$ cat config.mk
export PLATFORM = sky130hd
export DESIGN_NAME = modulo_controle_ataque
export DESIGN_NICKNAME = d
export VERILOG_FILES = /design/src/rtl/modulo_controle_ataque_pkg.sv /design/src/rtl/modulo_detector_borda.sv /design/src/rtl/modulo_controle_ataque.sv
export SDC_FILE = /design/constraint.sdc
export NUM_CORES = 1
export LEC_CHECK = 0
export ABC_AREA = 1
export BUFFER_PORTS_ARGS = -buffer_cell sky130_fd_sc_hd__buf_2
export CAP_MARGIN = 10
export CORE_MARGIN = 4
export CORE_UTILIZATION = 35
export DETAILED_ROUTE_END_ITERATION = 12
export PLACE_DENSITY = 0.64
export SLEW_MARGIN = 20
export SYNTH_ARGS = -nofsm -noshare
export SYNTH_HDL_FRONTEND = slang
export SYNTH_HIERARCHICAL = 1
export SYNTH_SLANG_ARGS = --single-unit
export TNS_END_PERCENT = 10
$ cat constraint.sdc
create_clock -name clk -period 4.7 [get_ports clk]
set_clock_uncertainty 0.15 [all_clocks]
set_input_delay 0 -clock clk [delete_from_list [all_inputs] [get_ports clk]]
set_output_delay 0 -clock clk [all_outputs]
set_load 0.01 [all_outputs]
$ cat src/rtl/modulo_controle_ataque_pkg.sv
// Shared types and helpers for the attack controller of the 7x5 naval battle board.
// Optional feature macro: ATTACK_LIMIT_EN (shot budget enforcement, consumed by the top).
package modulo_controle_ataque_pkg;

    localparam int unsigned ROWS    = 7;
    localparam int unsigned COLS    = 5;
    localparam int unsigned CELLS   = 35;
    localparam int unsigned CNT_W   = 6;
    localparam int unsigned COORD_W = 6;

    typedef enum logic [1:0] {
        ST_ARM  = 2'd0,
        ST_PLAY = 2'd1,
        ST_EVAL = 2'd2,
        ST_OVER = 2'd3
    } state_t;

    typedef enum logic [2:0] {
        STAT_READY   = 3'd0,
        STAT_WATER   = 3'd1,
        STAT_HIT     = 3'd2,
        STAT_REPEAT  = 3'd3,
        STAT_INVALID = 3'd4,
        STAT_WIN     = 3'd5,
        STAT_LOSE    = 3'd6
    } status_t;

    // Number of ship cells on the board.
    function automatic logic [CNT_W-1:0] popcount_cells(input logic [CELLS-1:0] v);
        logic [CNT_W-1:0] s;
        s = '0;
        for (int i = 0; i < CELLS; i++) begin
            s = s + CNT_W'(v[i]);
        end
        return s;
    endfunction

    // Linear bit position of (row, col); only meaningful for in-range coordinates.
    function automatic logic [CNT_W-1:0] cell_index(input logic [2:0] row, input logic [2:0] col);
        return CNT_W'(row) * CNT_W'(COLS) + CNT_W'(col);
    endfunction

endpackage

$ cat src/rtl/modulo_detector_borda.sv
// Rising-edge detector for the already-synchronized confirm level; one pulse per press.
module modulo_detector_borda
    import modulo_controle_ataque_pkg::*;
(
    input  logic clk,
    input  logic clr,
    input  logic i_level,
    output logic o_edge
);

    logic r_prev;
    logic r_edge;

    // Remember last level and register a one-cycle pulse on a 0->1 transition.
    always_ff @(posedge clk) begin
        if (clr) begin
            r_prev <= 1'b0;
            r_edge <= 1'b0;
        end else begin
            r_prev <= i_level;
            r_edge <= i_level & ~r_prev;
        end
    end

    assign o_edge = r_edge;

endmodule

$ cat src/rtl/modulo_controle_ataque.sv
// Attack controller: accepts confirmed shots, tracks attacked cells and decides win/lose.
// Optional feature macro: ATTACK_LIMIT_EN -- when defined, MAX_SHOTS valid shots end the game.
module modulo_controle_ataque
    import modulo_controle_ataque_pkg::*;
#(
    parameter int unsigned MAX_SHOTS = 20
) (
    input  logic             clk,
    input  logic             clr,
    input  logic             confirm,
    input  logic [5:0]       coord,
    input  logic [CELLS-1:0] m_po,
    output logic [CELLS-1:0] m_at,
    output logic [2:0]       status,
    output logic [5:0]       hits_left,
    output logic [5:0]       shots_used,
    output logic             busy
);

`ifdef ATTACK_LIMIT_EN
    localparam bit LIMIT_EN = 1'b1;
`else
    localparam bit LIMIT_EN = 1'b0;
`endif
    // Without a limit the budget sits above the saturation point, so LOSE never fires.
    localparam int unsigned BUDGET = LIMIT_EN ? MAX_SHOTS : CELLS + 1;

    state_t             r_state;
    status_t            r_status;
    status_t            r_end_status;
    logic [CELLS-1:0]   r_m_at;
    logic [CNT_W-1:0]   r_hits;
    logic [CNT_W-1:0]   r_shots;
    logic [COORD_W-1:0] r_coord;
    logic               r_busy;

    logic               w_edge;
    logic [CNT_W-1:0]   w_pop;
    logic [2:0]         w_row;
    logic [2:0]         w_col;
    logic               w_valid;
    logic [CELLS-1:0]   w_mask;
    logic               w_already;
    logic               w_ship;
    status_t            w_shot_status;
    logic [CELLS-1:0]   w_m_at_next;
    logic [CNT_W-1:0]   w_hits_next;
    logic [CNT_W-1:0]   w_shots_next;
    logic               w_win;
    logic               w_lose;

    modulo_detector_borda u_borda (
        .clk     (clk),
        .clr     (clr),
        .i_level (confirm),
        .o_edge  (w_edge)
    );

    assign w_pop = popcount_cells(m_po);
    assign w_row = r_coord[5:3];
    assign w_col = r_coord[2:0];

    // Shot evaluation on the latched coordinate.
    always_comb begin
        w_valid       = (w_row <= 3'(ROWS - 1)) && (w_col <= 3'(COLS - 1));
        w_mask        = w_valid ? (CELLS'(1) << cell_index(w_row, w_col)) : '0;
        w_already     = |(r_m_at & w_mask);
        w_ship        = |(m_po & w_mask);
        w_shot_status = STAT_WATER;
        w_m_at_next   = r_m_at;
        w_hits_next   = r_hits;
        w_shots_next  = r_shots;
        if (!w_valid) begin
            w_shot_status = STAT_INVALID;
        end else if (w_already) begin
            w_shot_status = STAT_REPEAT;
        end else begin
            w_m_at_next  = r_m_at | w_mask;
            w_shots_next = (r_shots < CNT_W'(CELLS)) ? r_shots + CNT_W'(1) : r_shots;
            if (w_ship) begin
                w_shot_status = STAT_HIT;
                w_hits_next   = (r_hits != '0) ? r_hits - CNT_W'(1) : r_hits;
            end
        end
        w_win  = (w_hits_next == '0);
        w_lose = (w_shots_next >= CNT_W'(BUDGET));
    end

    // Game FSM with registered outputs; clr wins over any pending edge or evaluation.
    always_ff @(posedge clk) begin
        if (clr) begin
            r_state      <= ST_ARM;
            r_status     <= STAT_READY;
            r_end_status <= STAT_READY;
            r_m_at       <= '0;
            r_hits       <= '0;
            r_shots      <= '0;
            r_coord      <= '0;
            r_busy       <= 1'b1;
        end else begin
            case (r_state)
                ST_ARM: begin
                    r_hits   <= w_pop;
                    r_status <= STAT_READY;
                    if (w_pop != '0) begin
                        r_state <= ST_PLAY;
                        r_busy  <= 1'b0;
                    end
                end
                ST_PLAY: begin
                    if (w_edge) begin
                        r_coord <= coord;
                        r_state <= ST_EVAL;
                        r_busy  <= 1'b1;
                    end
                end
                ST_EVAL: begin
                    r_m_at   <= w_m_at_next;
                    r_hits   <= w_hits_next;
                    r_shots  <= w_shots_next;
                    r_status <= w_shot_status;
                    if (w_win) begin
                        r_state      <= ST_OVER;
                        r_end_status <= STAT_WIN;
                    end else if (w_lose) begin
                        r_state      <= ST_OVER;
                        r_end_status <= STAT_LOSE;
                    end else begin
                        r_state <= ST_PLAY;
                        r_busy  <= 1'b0;
                    end
                end
                ST_OVER: begin
                    // Shot result is shown for one cycle, then the final verdict is held.
                    r_status <= r_end_status;
                end
                default: begin
                    r_state <= ST_ARM;
                    r_busy  <= 1'b1;
                end
            endcase
        end
    end

    assign m_at       = r_m_at;
    assign status     = r_status;
    assign hits_left  = r_hits;
    assign shots_used = r_shots;
    assign busy       = r_busy;

endmodule
# Word-level counts from Yosys, hierarchy flattened
# Cells that the tools add are included.
# totals
out_inout_bits	51
elab_cells	107
in_bits	44
register_bits	64
# op_classes
shifts	1
n_bitwise	6
n_eq_ne	7
muxes	25
addsub	37
magnitude_cmp	4
n_mul	1
n_reduce_logical	16
# op_table
op	count
adder 6 x 1 -> 6 bit	29
AND 35 bit	2
OR reduction 35 bit	2
2-to-1 mux 6 bit	7
2-to-1 mux 35 bit	1
bitwise OR 35 bit	1
left shift 1 x 6 -> 35 bit, first input constant	1
2-to-1 mux 2 bit	6
case mux 6 bit (2 select lines)	1
nonzero test 6 bit	2
2-to-1 mux 3 bit	3
case mux 3 bit (3 select lines)	1
adder 5 x 1 -> 6 bit	1
adder 6 x 1 -> 6 bit, second input constant	1
adder 6 x 3 -> 6 bit	1
greater-or-equal comparator 6 bit, second input constant	1
<= comparator 3 bit, second input constant	2
logical NOT 6 bit	1
less-than comparator 6 bit, second input constant	1
multiplier 3 x 3 -> 6 bit, second input constant	1
!= test 2 bit, second input constant	3
case mux 2 bit (3 select lines)	1
AND reduction 3 bit	2
nonzero test 3 bit	2
17 further kinds	24

# Depth between registers and ports, before layout
# Gate-level depths: netlist of run 1.
# depth
word_depth	37
depth_mapped	26
mapped_depth_nobuf	26

# Modules after synthesis
# The synthesis of run 1 kept the hierarchy.
# by_module_without_submodules
module	instances	cells_each	area_each_um2	seq_area_each_um2
modulo_controle_ataque	1	780	5103.6	1241.2
modulo_detector_borda	1	6	60.1	40.0

# Worst setup path before layout of run 1
# OpenSTA, ideal clock, no wires.
# synth_path
path_kind	input port to flip-flop
start	input m_po[11]
end	register r_busy (netlist: busy)
path_slack_ns	-0.280
setup_ns	0.128
required_time_ns	4.422
arrival_ns	4.702
n_path_buf	0
path_stages	18
cell_sequence	inv_1 fa_1 inv_1 fa_1 inv_1 fa_1 fa_1 fa_1 fa_1 fa_1 fa_1 o21ai_0 xor2_1 o31ai_1 nor2_1 inv_1 o21ai_1 nand3_1
# synth_between
elab_chain_cells	27
elab_cells_between_ends	34
cone_classes	add/sub (24); eq/ne (2); mux (3); bitwise (1); reduce/logical (4)
# synth_lines
element	line_no	source
start: declaration	modulo_controle_ataque.sv:12	input logic [CELLS-1:0] m_po,
adder 6 x 1 -> 6 bit (24 in series)	modulo_controle_ataque_pkg.sv:33	s = s + CNT_W'(v[i]);
nonzero test 6 bit	modulo_controle_ataque.sv:105	if (w_pop != '0) begin
!= test 2 bit (no line)	-	
AND reduction 5 bit (no line) (*)	-	
end signal: assignment	modulo_controle_ataque.sv:99	r_busy <= 1'b1;
end signal: assignment	modulo_controle_ataque.sv:107	r_busy <= 1'b0;
end signal: assignment	modulo_controle_ataque.sv:114	r_busy <= 1'b1;
end: declaration	modulo_controle_ataque.sv:35	logic r_busy;
# Every way passes the cells marked *; elsewhere a longest branch is shown, timed or not.
# A chain may end at the register's enable or synchronous reset.

# Worst setup path after layout of run 1
# layout_path
start	input m_po[21]
end	register r_state[1]
# layout_between
elab_chain_cells	17
elab_cells_between_ends	25
cone_classes	add/sub (14); eq/ne (1); mux (5); bitwise (1); reduce/logical (4)
# layout_lines
element	line_no	source
adder 6 x 1 -> 6 bit (14 in series)	modulo_controle_ataque_pkg.sv:33	
nonzero test 6 bit	modulo_controle_ataque.sv:105	
!= test 2 bit (no line)	-	
AND reduction 3 bit (no line)	-	
end signal: assignment	modulo_controle_ataque.sv:106	r_state <= ST_PLAY;
end signal: assignment	modulo_controle_ataque.sv:113	r_state <= ST_EVAL;
end signal: assignment	modulo_controle_ataque.sv:123	r_state <= ST_OVER;
end: declaration	modulo_controle_ataque.sv:28	state_t r_state;
# Several ways; a longest one is shown, not always the timed one.

==> results of run 1 <==
-- logic make-up after synthesis --
group,after synthesis
and+or+nand+nor,403
AOI/OAI and AO/OA,90
buffers and inverters,170
adders and majority gates,52
DFF,64
xor gates and xnor gates,7
-- what timing repair did --
action,in CTS,in global routing
endpoints found under the hold margin,8,0
hold buffers,7,0
pin swaps,8,5
gates resized for setup,6,6
buffers inserted,1,0
setup endpoints to repair,3,3
-- sequential cells by signal (all words and copies together), names as in the netlist --
signal and cells:
u_borda/r_prev 1, status 3, r_end_status 3, m_at 35
r_state 2, hits_left 6, shots_used 6, busy 1
u_borda/o_edge 1, r_coord 6
-- placed cells by master (no fill, tap or decap), types with 2 or more instances in the layout --
cell	instances
nand2_1	194
inv_1	144
nor2_1	101
buf_2	92
dfxtp_1	64
nand3_1	55
a21oi_1	52
buf_4	31
fa_1	26
ha_1	24
o21ai_0	17
nor2_2	15
nand2_2	10
clkbuf_16	9
nand4_1	8
dlygate4sd3_1	7
inv_2	6
xor2_1	6
nor2_4	4
nand3_2	4
o21a_1	4
o21ai_1	4
nor3_1	3
a21oi_2	3
o22ai_1	3
clkinv_2	3
nor3_2	2
nand3_4	2
a31oi_1	2
fa_2	2
-- area by class of cell --
| cell class | instances | share of cell area, % |
|---|---|---|
| Multi-Input combinational cell | 552 | 50.7 |
| Sequential cell | 64 | 20.1 |
| Timing Repair Buffer | 131 | 12.1 |
| Inverter | 151 | 8.89 |
| Clock buffer | 11 | 3.81 |
| Tap cell | 184 | 3.61 |
| Clock inverter | 4 | 0.707 |
-- critical path: cells and delay by family --
family	cells	cell delay (ps)
buffers and inverters	3	230
AOI/OAI and AO/OA	2	290
adders and majority gates	8	3870
and+or+nand+nor	6	450
-- power breakdown --
group | internal [mW] | switching, mW | total, mW
Combinational | 1.05 | 1.26 | 2.31
Sequential | 0.604 | 0.0519 | 0.656
Clock | 0.419 | 0.252 | 0.670
Total | 2.08 | 1.56 | 3.64
-- metrics by stage --
step	cells	utilization (%)	cell area [µm²]
after global placement	1074	41.2	5970
after detailed placement	1074	41.2	5970
after global routing	1097	44.0	6370
after CTS	1097	43.9	6350
final	1097	44.0	6370
after floorplan	786	-	5170
-- metal layers --
layer	global-route usage [%]	share of wire, %
met1	25.4	45
met2	29.5	45
met3	4.74	7.5
met4	6.48	2.5
met5	0	0.086
-- worst max-delay path by stage --
stage | endpoint | cells past startpoint | start
after floorplan | r_state[1]$_SDFFE_PP0P_ | 20 | m_po[11]
after global placement | r_state[1]$_SDFFE_PP0P_ | 19 | m_po[17]
after detailed placement | busy$_SDFFE_PP1P_ | 17 | m_po[17]
after CTS | r_state[1]$_SDFFE_PP0P_ | 19 | m_po[21]
after global routing | r_state[1]$_SDFFE_PP0P_ | 19 | m_po[19]
final | r_state[1]$_SDFFE_PP0P_ | 19 | m_po[21]
==> reports/summary.txt, run 1 <==
Reg2Reg Setup Slack -> 510 ps
Post-synthesis compound-gate area fraction -> 9.35%
Detailed-route DRC error count -> 0
Max Buffers Root-to-Sink -> 2
Dominant synthesized flop cell -> dfxtp_1
Most instantiated cells after synthesis -> nand2_1, inv_1, nor2_1
Die W -> 129 µm
Antenna violations before repair -> 1
Hold Startpoint -> clr
Leak pwr -> 3.30 nW
Reg area -> 1280 µm²
Final Slew Violations -> 0
Std-Cell Rows -> 44
Crit. End Element -> register
Syn nets -> 882
Status -> finished, violations left
Cell Pwr Density -> 570 nW/µm²
Setup repair after global routing missed its margin -> yes
DRT Wirelength -> 15.1 mm
Worst min path class -> primary input to register
Synth Warn # -> 6
Fill cells -> 1551
Share of cells above drive strength 1 -> 21.1%
Drt initial violations -> 406
Ant diodes -> 0
Layout Nets -> 1005
Power, Total -> 3.64 mW
Final min period -> 4770 ps
Fin Hold WS -> 149 ps
Largest cells by area after synthesis -> dfxtp_1, nand2_1, fa_1
DP Wirelength -> 12.2 mm
Syn avg cell area -> 6.57 µm²
CP max stage cell -> fa_2
Setup slack after layout -> -70.9 ps
Crit start category -> primary input
Final ANT Viol Nets -> 0
FF-to-FF path depth -> 24
Top-count cell post-synth -> nand2_1
Crit Path Max Fanout -> 4
CP Class -> primary input to register
Root buf cell -> clkbuf_16
Final setup violation count -> 3
Synth top area share -> 24.8%
Synth Area in Adders -> 16.7%
Hold path cells -> 2
Main combinational cell family by area after synthesis -> simple AND/OR/NAND/NOR gates
Worst-path clk slew -> 50 ps
Post-synth ARST share -> 0%
Max Fclk -> 210 MHz
H-tree levels -> 3
CP Data Required Time -> 4740 ps
PortBufs -> 94
Global-route wire length before repair -> 24.4 mm
First-pass DRT Iterations -> 5
Pin count of the biggest net entering global routing -> 48
Worst-Skew Late Latency -> 350 ps
Die Height -> 129 µm
Delay of the slowest cell on the worst path -> 560 ps
Max_cap viols -> 0
Relative slew margins -> 36.9%
Hold Path End -> r_state[1]$_SDFFE_PP0P_
Core area -> 14500 µm²
Via count -> 5167
CTS Buf Count -> 9
Reg-to-reg endpoint -> busy$_SDFFE_PP1P_
I/O Pins -> 95
Syn Std Cell Area -> 5160 µm²
EDFF count, synth -> 0
DP Worst Slack -> -578 ps
Post-synthesis mux area share -> 0%
XOR/XNOR share of the synthesized area -> 1.19%
Worst-Margin Slew -> 946 ps
Launching point of the worst reg2reg path -> r_coord[3]$_SDFFE_PP0P_
CTS tree -> built
Critical path's most frequent cell -> fa_1
Post-Synth Simple-Gate Area -> 34.8%
Full die area -> 16800 µm²
Post-synth cell types -> 39
Setup TNS -> -89.0 ps
Synthesized flop and latch total -> 64
Area Overhead vs Synth -> 23.5%
Starting Density -> 35.7%
Critical Path AT -> 4810 ps
GR Util All Layers -> 18.9%
Drt wl/cell -> 13.8 µm
Post-synthesis sequential area ratio -> 24.8%
Max rail drop VDD -> 425 µV
Cell accounting for the most synthesized area -> dfxtp_1
Remaining Overflow, GRT -> 0
Clk sinks -> 64
Gp weighted congestion -> 0.889
Final Cycle Share -> 102%
Routed vias/inst -> 4.71
CP Cell Sequence -> buf_6 -> fa_1 -> inv_1 -> fa_1 -> fa_1 -> fa_1 -> fa_1 -> fa_1 -> fa_2 -> fa_2 -> nand3_2 -> nor2_2 -> nand2_1 -> o31ai_2 -> nor2_2 -> inv_2 -> nor2_1 -> nand2_1 -> a21oi_2
Multi-input gate area -> 3230 µm²
Final Hold Viols -> 0
Failing checks -> negative setup slack
Vias in the first global route -> 4846
Mapped Cells -> 786
No activity file was read; power rests on OpenSTA's default activity.
==> inputs of run 2 (changes only) <==
Settings changed: ABC_AREA 1 to default, MAX_ROUTING_LAYER from default to met4, PLACE_DENSITY 0.64 to 0.65.
==> run 2 against run 1 <==
The run still ends with negative setup slack left; critical endpoint is now busy$_SDFFE_PP1P_; count of clock-buffer cells in the layout is 1 higher; register-to-register slack worse by 420 ps; setup slack worse by 190 ps; cell area fell by 3.0%; sequential power decreased by 0.8%; worst hold slack worse by 29 ps; via count shrank 8.6%.
==> reports/summary.txt, run 2 <==
FF-to-FF path depth -> 14
Drt initial violations -> 375
Crit start category -> primary input
Final Cycle Share -> 105%
Post-synthesis sequential area ratio -> 26.6%
Number of cells on the critical path -> 17
Multi-input gate area -> 3180 µm²
Routed vias/inst -> 5.29
Worst-path clk slew -> 60 ps
Share of cells above drive strength 1 -> 26.6%
Antenna violations before repair -> 0
CP Cell Sequence -> buf_2 -> fa_1 -> inv_1 -> fa_2 -> fa_1 -> fa_1 -> fa_1 -> fa_1 -> fa_2 -> fa_2 -> buf_6 -> xnor2_4 -> nor2_2 -> a311oi_2 -> inv_1 -> a311oi_2 -> mux2i_1
Top-count cell post-synth -> inv_1
Largest cells by area after synthesis -> dfxtp_1, fa_1, a21oi_1
Failing checks -> negative setup slack
Vias in the first global route -> 4712
Max Buffers Root-to-Sink -> 2
Net Sw Frac -> 39.8%
Critical path's most frequent cell -> fa_1
PortBufs -> 94
Final Slew Violations -> 0
Commonest non-fill, non-tap cell in the layout -> buf_2
Delay of the slowest cell on the worst path -> 540 ps
Via count -> 4723
Final setup violation count -> 3
Global-route wire length before repair -> 24.2 mm
CTS tree -> built
Power, Total -> 3.80 mW
Register share of total power -> 17.2%
Cell accounting for the most synthesized area -> dfxtp_1
Final Hold Viols -> 0
Dominant synthesized flop cell -> dfxtp_1
Max Fclk -> 202 MHz
Worst-Margin Slew -> 997 ps
Launching point of the worst reg2reg path -> r_coord[3]$_SDFFE_PP0P_
DP Worst Slack -> -619 ps
H-tree levels -> 3
Remaining Overflow, GRT -> 0
Max rail drop VDD -> 363 µV
Max reg flops -> 35
Final ANT Viol Nets -> 0
Synthesized flop and latch total -> 64
Setup slack after layout -> -258 ps
Reg-to-reg endpoint -> busy$_SDFFE_PP1P_
Final min period -> 4960 ps
Layout Nets -> 808
Area Overhead vs Synth -> 28.3%
Mapped Cells -> 588
Crit Path Max Fanout -> 2
Worst path top cell family by delay -> adder cells
Relative slew margins -> 33.4%
Most instantiated cells after synthesis -> inv_1, nor2_1, dfxtp_1
Syn avg cell area -> 8.19 µm²
Status -> finished, violations left
Commonest non-fill, non-tap cells in the layout -> buf_2, nor2_1, inv_1, dfxtp_1, a21oi_1
Logic pwr share -> 62.9%
Final core utilization -> 46.3%
Placed cells -> 870
First-pass DRT Iterations -> 5
Worst min path class -> primary input to register
CP Data Required Time -> 4810 ps
EDFF count, synth -> 0
Die W -> 125 µm
DP Wirelength -> 11.4 mm
Die Height -> 125 µm
Synth top area share -> 26.6%
Reg area -> 1280 µm²
Worst setup path start -> m_po[17]
Post-synth ARST share -> 0%
Psw -> 1.51 mW
Setup repair after global routing missed its margin -> yes
I/O Pins -> 95
Drt wl/cell -> 16.6 µm
Critical Path AT -> 5070 ps
CTS Buf Count -> 9
Core area -> 13300 µm²
Worst-Skew Late Latency -> 340 ps
Max_cap viols -> 0
Cell Pwr Density -> 614 nW/µm²
Pin count of the biggest net entering global routing -> 64
CP max stage cell -> fa_1
Syn nets -> 684
Ant diodes -> 0
Root buf cell -> clkbuf_16
Std-Cell Rows -> 42
Synth Warn # -> 6
Int Power -> 2.29 mW
Full die area -> 15700 µm²
Reg2Reg Setup Slack -> 90 ps
Crit path capture -> busy$_SDFFE_PP1P_
Fill cells -> 1339
Clk sinks -> 64
Detailed-route DRC error count -> 0
Leak pwr -> 2.83 nW
Non-filler cells, final -> 893
DRT Wirelength -> 14.8 mm
WP buf/inv -> 4
CP Class -> primary input to register
Post-synth cell types -> 73
Setup TNS -> -508 ps
Syn Std Cell Area -> 4820 µm²
GR Util All Layers -> 19.5%
Clock power share -> 20.0%
Crit. End Element -> register
Gp weighted congestion -> 0.936
Starting Density -> 36.1%
run 2: worst min-delay path by stage:
stage | slack [ps] | startpoint | cells past startpoint | to
floorplan | -80 | clr | 1 | u_borda/o_edge$_SDFF_PP0_
global placement | 90 | confirm | 2 | u_borda/r_prev$_SDFF_PP0_
detailed placement | 80 | confirm | 2 | u_borda/r_prev$_SDFF_PP0_
CTS | 130 | clr | 3 | status[1]$_SDFFE_PP0P_
global route | 170 | clr | 3 | hits_left[0]$_SDFFE_PP0P_
finish | 120 | clr | 3 | hits_left[0]$_SDFFE_PP0P_
run 2: cell families after synthesis:
family	after synthesis	synth area share (%)
AO/OA/AOI/OAI	138	19.1
XOR/XNOR	8	1.61
adder cells (fa/ha/maj)	52	17.9
buffers and inverters	103	8.49
flip-flops	64	26.6
multiplexers	22	4.78
AND/OR/NAND/NOR	201	21.6
run 2: cell type report:
cell class,instances,area share (%)
multi-input combinational,421,51.5
sequential,64,20.7
timing repair buffer,142,14.2
inverter,74,4.49
clock buffer,12,4.31
tap,176,3.56
clock inverter,4,1.21
run 2: through the flow:
step | cell area, µm² | hold slack (ps)
floorplan | 4830 | -79.3
global placement | 5710 | 87.5
detailed placement | 5710 | 77.9
CTS | 6140 | 130
global route | 6180 | 168
finish | 6180 | 120
run 2: worst register-to-register path, stage by stage (launching register included):
cell and delay (ps):
dfxtp_1 400, ha_1 260, ha_1 300, inv_1 60, fa_1 530, buf_4 220
nor3b_1 810, and2_4 280, a221o_1 150, o22a_1 170, nor4_1 100, nor3_1 440
o32ai_4 150, a311oi_2 300, mux2i_1 220
run 2: power groups by stage:
stage / Sequential, mW / Clock, mW / Combinational (mW)
final: 0.651 / 0.758 / 2.39
after global routing: 0.659 / 0.791 / 2.66
after CTS: 0.650 / 0.771 / 2.21
after detailed placement: 0.661 / 0 / 2.09
after global placement: 0.658 / 0 / 2.05
after floorplan: 0.657 / 0 / 1.46
run 2: layer usage:
metal | wire, µm | vias up | GRT usage (%)
met5 | 0 | - | -
met4 | 355 | 0 | 6.51
met3 | 884 | 29 | 4.05
met2 | 6940 | 169 | 30.2
met1 | 6640 | 2240 | 25.5
li1 | - | 2285 | -
run 2: timing repair:
item                                    4_1_cts  5_1_grt
hold buffers                                  7        0
pin swaps                                     2        6
hold endpoints to repair                      8        0
resized for setup                             4       12
setup buffers                                 0        0
endpoints found under the setup margin        3       19
==> inputs of run 3 (changes only) <==
Settings changed: SYNTH_HIERARCHICAL 1 to default.
==> run 3 against run 2 <==
The flow still finishes with violations (negative setup slack); global-route usage rose by 0.30 points; cell area down 0.22%; critical path depth is 3 higher; worst hold slack improved by 25 ps; die area increased by 0.90%; cell count up 1.6%; first-iteration DRC count up 22%; largest power group unchanged.
==> reports/summary.txt, run 3 <==
Global-route wire length before repair -> 25.0 mm
Met3 GRT Util -> 3.98%
CTS Buf Count -> 9
Failing checks -> negative setup slack
Commonest non-fill, non-tap cells in the layout -> buf_2, nor2_1, inv_1, dfxtp_1, a21oi_1
I/O Pins -> 95
Final Slew Violations -> 0
CP Cell Sequence -> buf_2 -> inv_2 -> fa_1 -> inv_1 -> fa_1 -> inv_1 -> fa_2 -> fa_1 -> fa_1 -> fa_1 -> fa_2 -> fa_2 -> inv_2 -> a21o_1 -> a21oi_2 -> xor2_2 -> o31ai_2 -> buf_4 -> o31ai_1 -> a21o_1
Clock power share -> 19.6%
Critical Path AT -> 5010 ps
Routed vias/inst -> 5.43
Final setup violation count -> 3
Root buf cell -> clkbuf_16
Post-synth cell types -> 69
Critical path's most frequent cell -> fa_1
Worst-Skew Late Latency -> 330 ps
Syn avg cell area -> 8.01 µm²
Die W -> 126 µm
Fill cells -> 1338
Vias in the first global route -> 4934
H-tree levels -> 3
Share of cells above drive strength 1 -> 25.0%
CP Data Required Time -> 4770 ps
Max_cap viols -> 0
Cell Pwr Density -> 561 nW/µm²
GR peak layer -> met2
Synthesized flop and latch total -> 64
DRT Wirelength -> 15.4 mm
CP max stage cell -> fa_2
Most instantiated cells after synthesis -> inv_1, nor2_1, dfxtp_1
Worst-path clk slew -> 50 ps
Ant diodes -> 0
Grt met2 use -> 31.6%
Final Hold Viols -> 0
Syn Std Cell Area -> 4860 µm²
Clk sinks -> 64
Core area -> 13400 µm²
CP Class -> primary input to register
Largest cells by area after synthesis -> dfxtp_1, fa_1, ha_1
Antenna violations before repair -> 0
CTS tree -> built
DP Worst Slack -> -628 ps
Worst min path class -> primary input to register
Via count -> 4929
Crit start category -> primary input
Non-filler cells, final -> 907
DP Wirelength -> 11.8 mm
Max Buffers Root-to-Sink -> 2
Synth top area share -> 26.3%
Dominant synthesized flop cell -> dfxtp_1
Mapped Cells -> 607
Setup TNS -> -683 ps
Gp weighted congestion -> 0.958
Synth Warn # -> 0
Worst-Margin Slew -> 862 ps
Max rail drop VDD -> 481 µV
Pin count of the biggest net entering global routing -> 64
PortBufs -> 94
Delay of the slowest cell on the worst path -> 540 ps
Status -> finished, violations left
Area Overhead vs Synth -> 26.8%
Logic pwr share -> 61.7%
Leak pwr -> 2.78 nW
Remaining Overflow, GRT -> 0
Final Cycle Share -> 105%
Syn nets -> 703
Final min period -> 4940 ps
Std-Cell Rows -> 42
Crit Path Max Fanout -> 6
Power, Total -> 3.46 mW
Register share of total power -> 18.7%
Relative slew margins -> 42.5%
Net Sw Frac -> 41.1%
Setup repair after global routing missed its margin -> yes
Setup slack after layout -> -239 ps
WP buf/inv -> 6
Final ANT Viol Nets -> 0
Post-synthesis sequential area ratio -> 26.3%
Placed cells -> 883
Max reg flops -> 35
Max Fclk -> 202 MHz
Int Power -> 2.04 mW
Cell accounting for the most synthesized area -> dfxtp_1
Starting Density -> 36.3%
Psw -> 1.42 mW
GR Util All Layers -> 19.8%
Detailed-route DRC error count -> 0
Commonest non-fill, non-tap cell in the layout -> buf_2
Grt met1 use -> 25.8%
Crit. End Element -> register
Post-synth ARST share -> 0%
First-pass DRT Iterations -> 6
Full die area -> 15800 µm²
Drt initial violations -> 456
Die Height -> 126 µm
Layout Nets -> 822
Drt wl/cell -> 17.0 µm
EDFF count, synth -> 0
Worst path top cell family by delay -> adder cells
Top-count cell post-synth -> inv_1
Fin Hold WS -> 145 ps
run 3: cell types whose count changed after synthesis, sizes merged, moves of 6 or more:
cell / previous run / this run
a21oi: 61 / 47
a31oi: 9 / 23
nor4: 3 / 12
a211oi: 12 / 4
mux2i: 14 / 22
nand3: 26 / 18
nand2: 28 / 35
nor3: 11 / 18
clkbuf: 17 / 23
nand4: 7 / 13
nor3b: 7 / 1
run 3: routing by layer:
| metal | up-vias | wire [µm] |
|---|---|---|
| met5 | - | 0 |
| met4 | 0 | 201 |
| met3 | 21 | 1030 |
| met2 | 184 | 7290 |
| met1 | 2360 | 6860 |
| li1 | 2364 | - |
run 3: worst paths after layout:
| check | from | to | slack [ps] | cells past startpoint |
|---|---|---|---|---|
| hold / removal | clr | shots_used[3]$_SDFFE_PP0P_ | 140 | 3 |
| hold reg to reg | u_borda.r_prev$_SDFF_PP0_ | u_borda.o_edge$_SDFF_PP0_ | 230 | 1 |
| setup / recovery | m_po[11] | r_state[1]$_SDFFE_PP0P_ | -240 | 20 |
| setup reg to reg | r_coord[5]$_SDFFE_PP0P_ | hits_left[5]$_SDFFE_PP0P_ | 180 | 13 |
run 3: stage by stage:
step                util, %  instance area, µm²
floorplan                 -                4870
global placement       42.8                5730
detailed placement     42.8                5730
CTS                    45.7                6130
global route           46.0                6170
finish                 46.0                6170
run 3: cell type report:
class / count / area [µm²] / share of cell area, %
Clock inverter: 4 / 51.3 / 0.832
Tap cell: 176 / 220 / 3.57
Clock buffer: 12 / 256 / 4.16
Inverter: 75 / 282 / 4.56
Multi-Input combinational cell: 432 / 3210 / 52.1
Timing Repair Buffer: 144 / 863 / 14.0
Sequential cell: 64 / 1280 / 20.8
run 3: kinds of logic (layout without fill, tap and decap cells):
kind of cell    count (synthesis)  count (layout)  synth area share, %
buf+inv                       111             235                 8.77
mux                            26              26                 5.45
xor+xnor                       10              10                 1.80
flops                          64              64                 26.3
compound gates                132             132                 18.0
simple gates                  212             212                 21.9
fa+ha+maj                      52              52                 17.7
run 3: timing repair:
action,CTS,global route
pin swaps,5,2
resized for setup,2,10
endpoints found under the setup margin,4,26
cloned,0,0
endpoints found under the hold margin,8,0
setup buffers,0,1
hold buffers,7,0
run 3: power by group through the flow:
stage          combinational, mW  sequential, mW  clock (mW)
2_1_floorplan               1.35           0.653           0
3_3_place_gp                1.97           0.654           0
3_5_place_dp                2.01           0.656           0
4_1_cts                     2.06           0.646       0.690
5_1_grt                     2.39           0.652       0.714
6_report                    2.13           0.646       0.680
run 3: tightest hold or removal path, cell delays in order:
cell and delay [ps]:
buf_2 90, buf_4 300, nor2_1 160
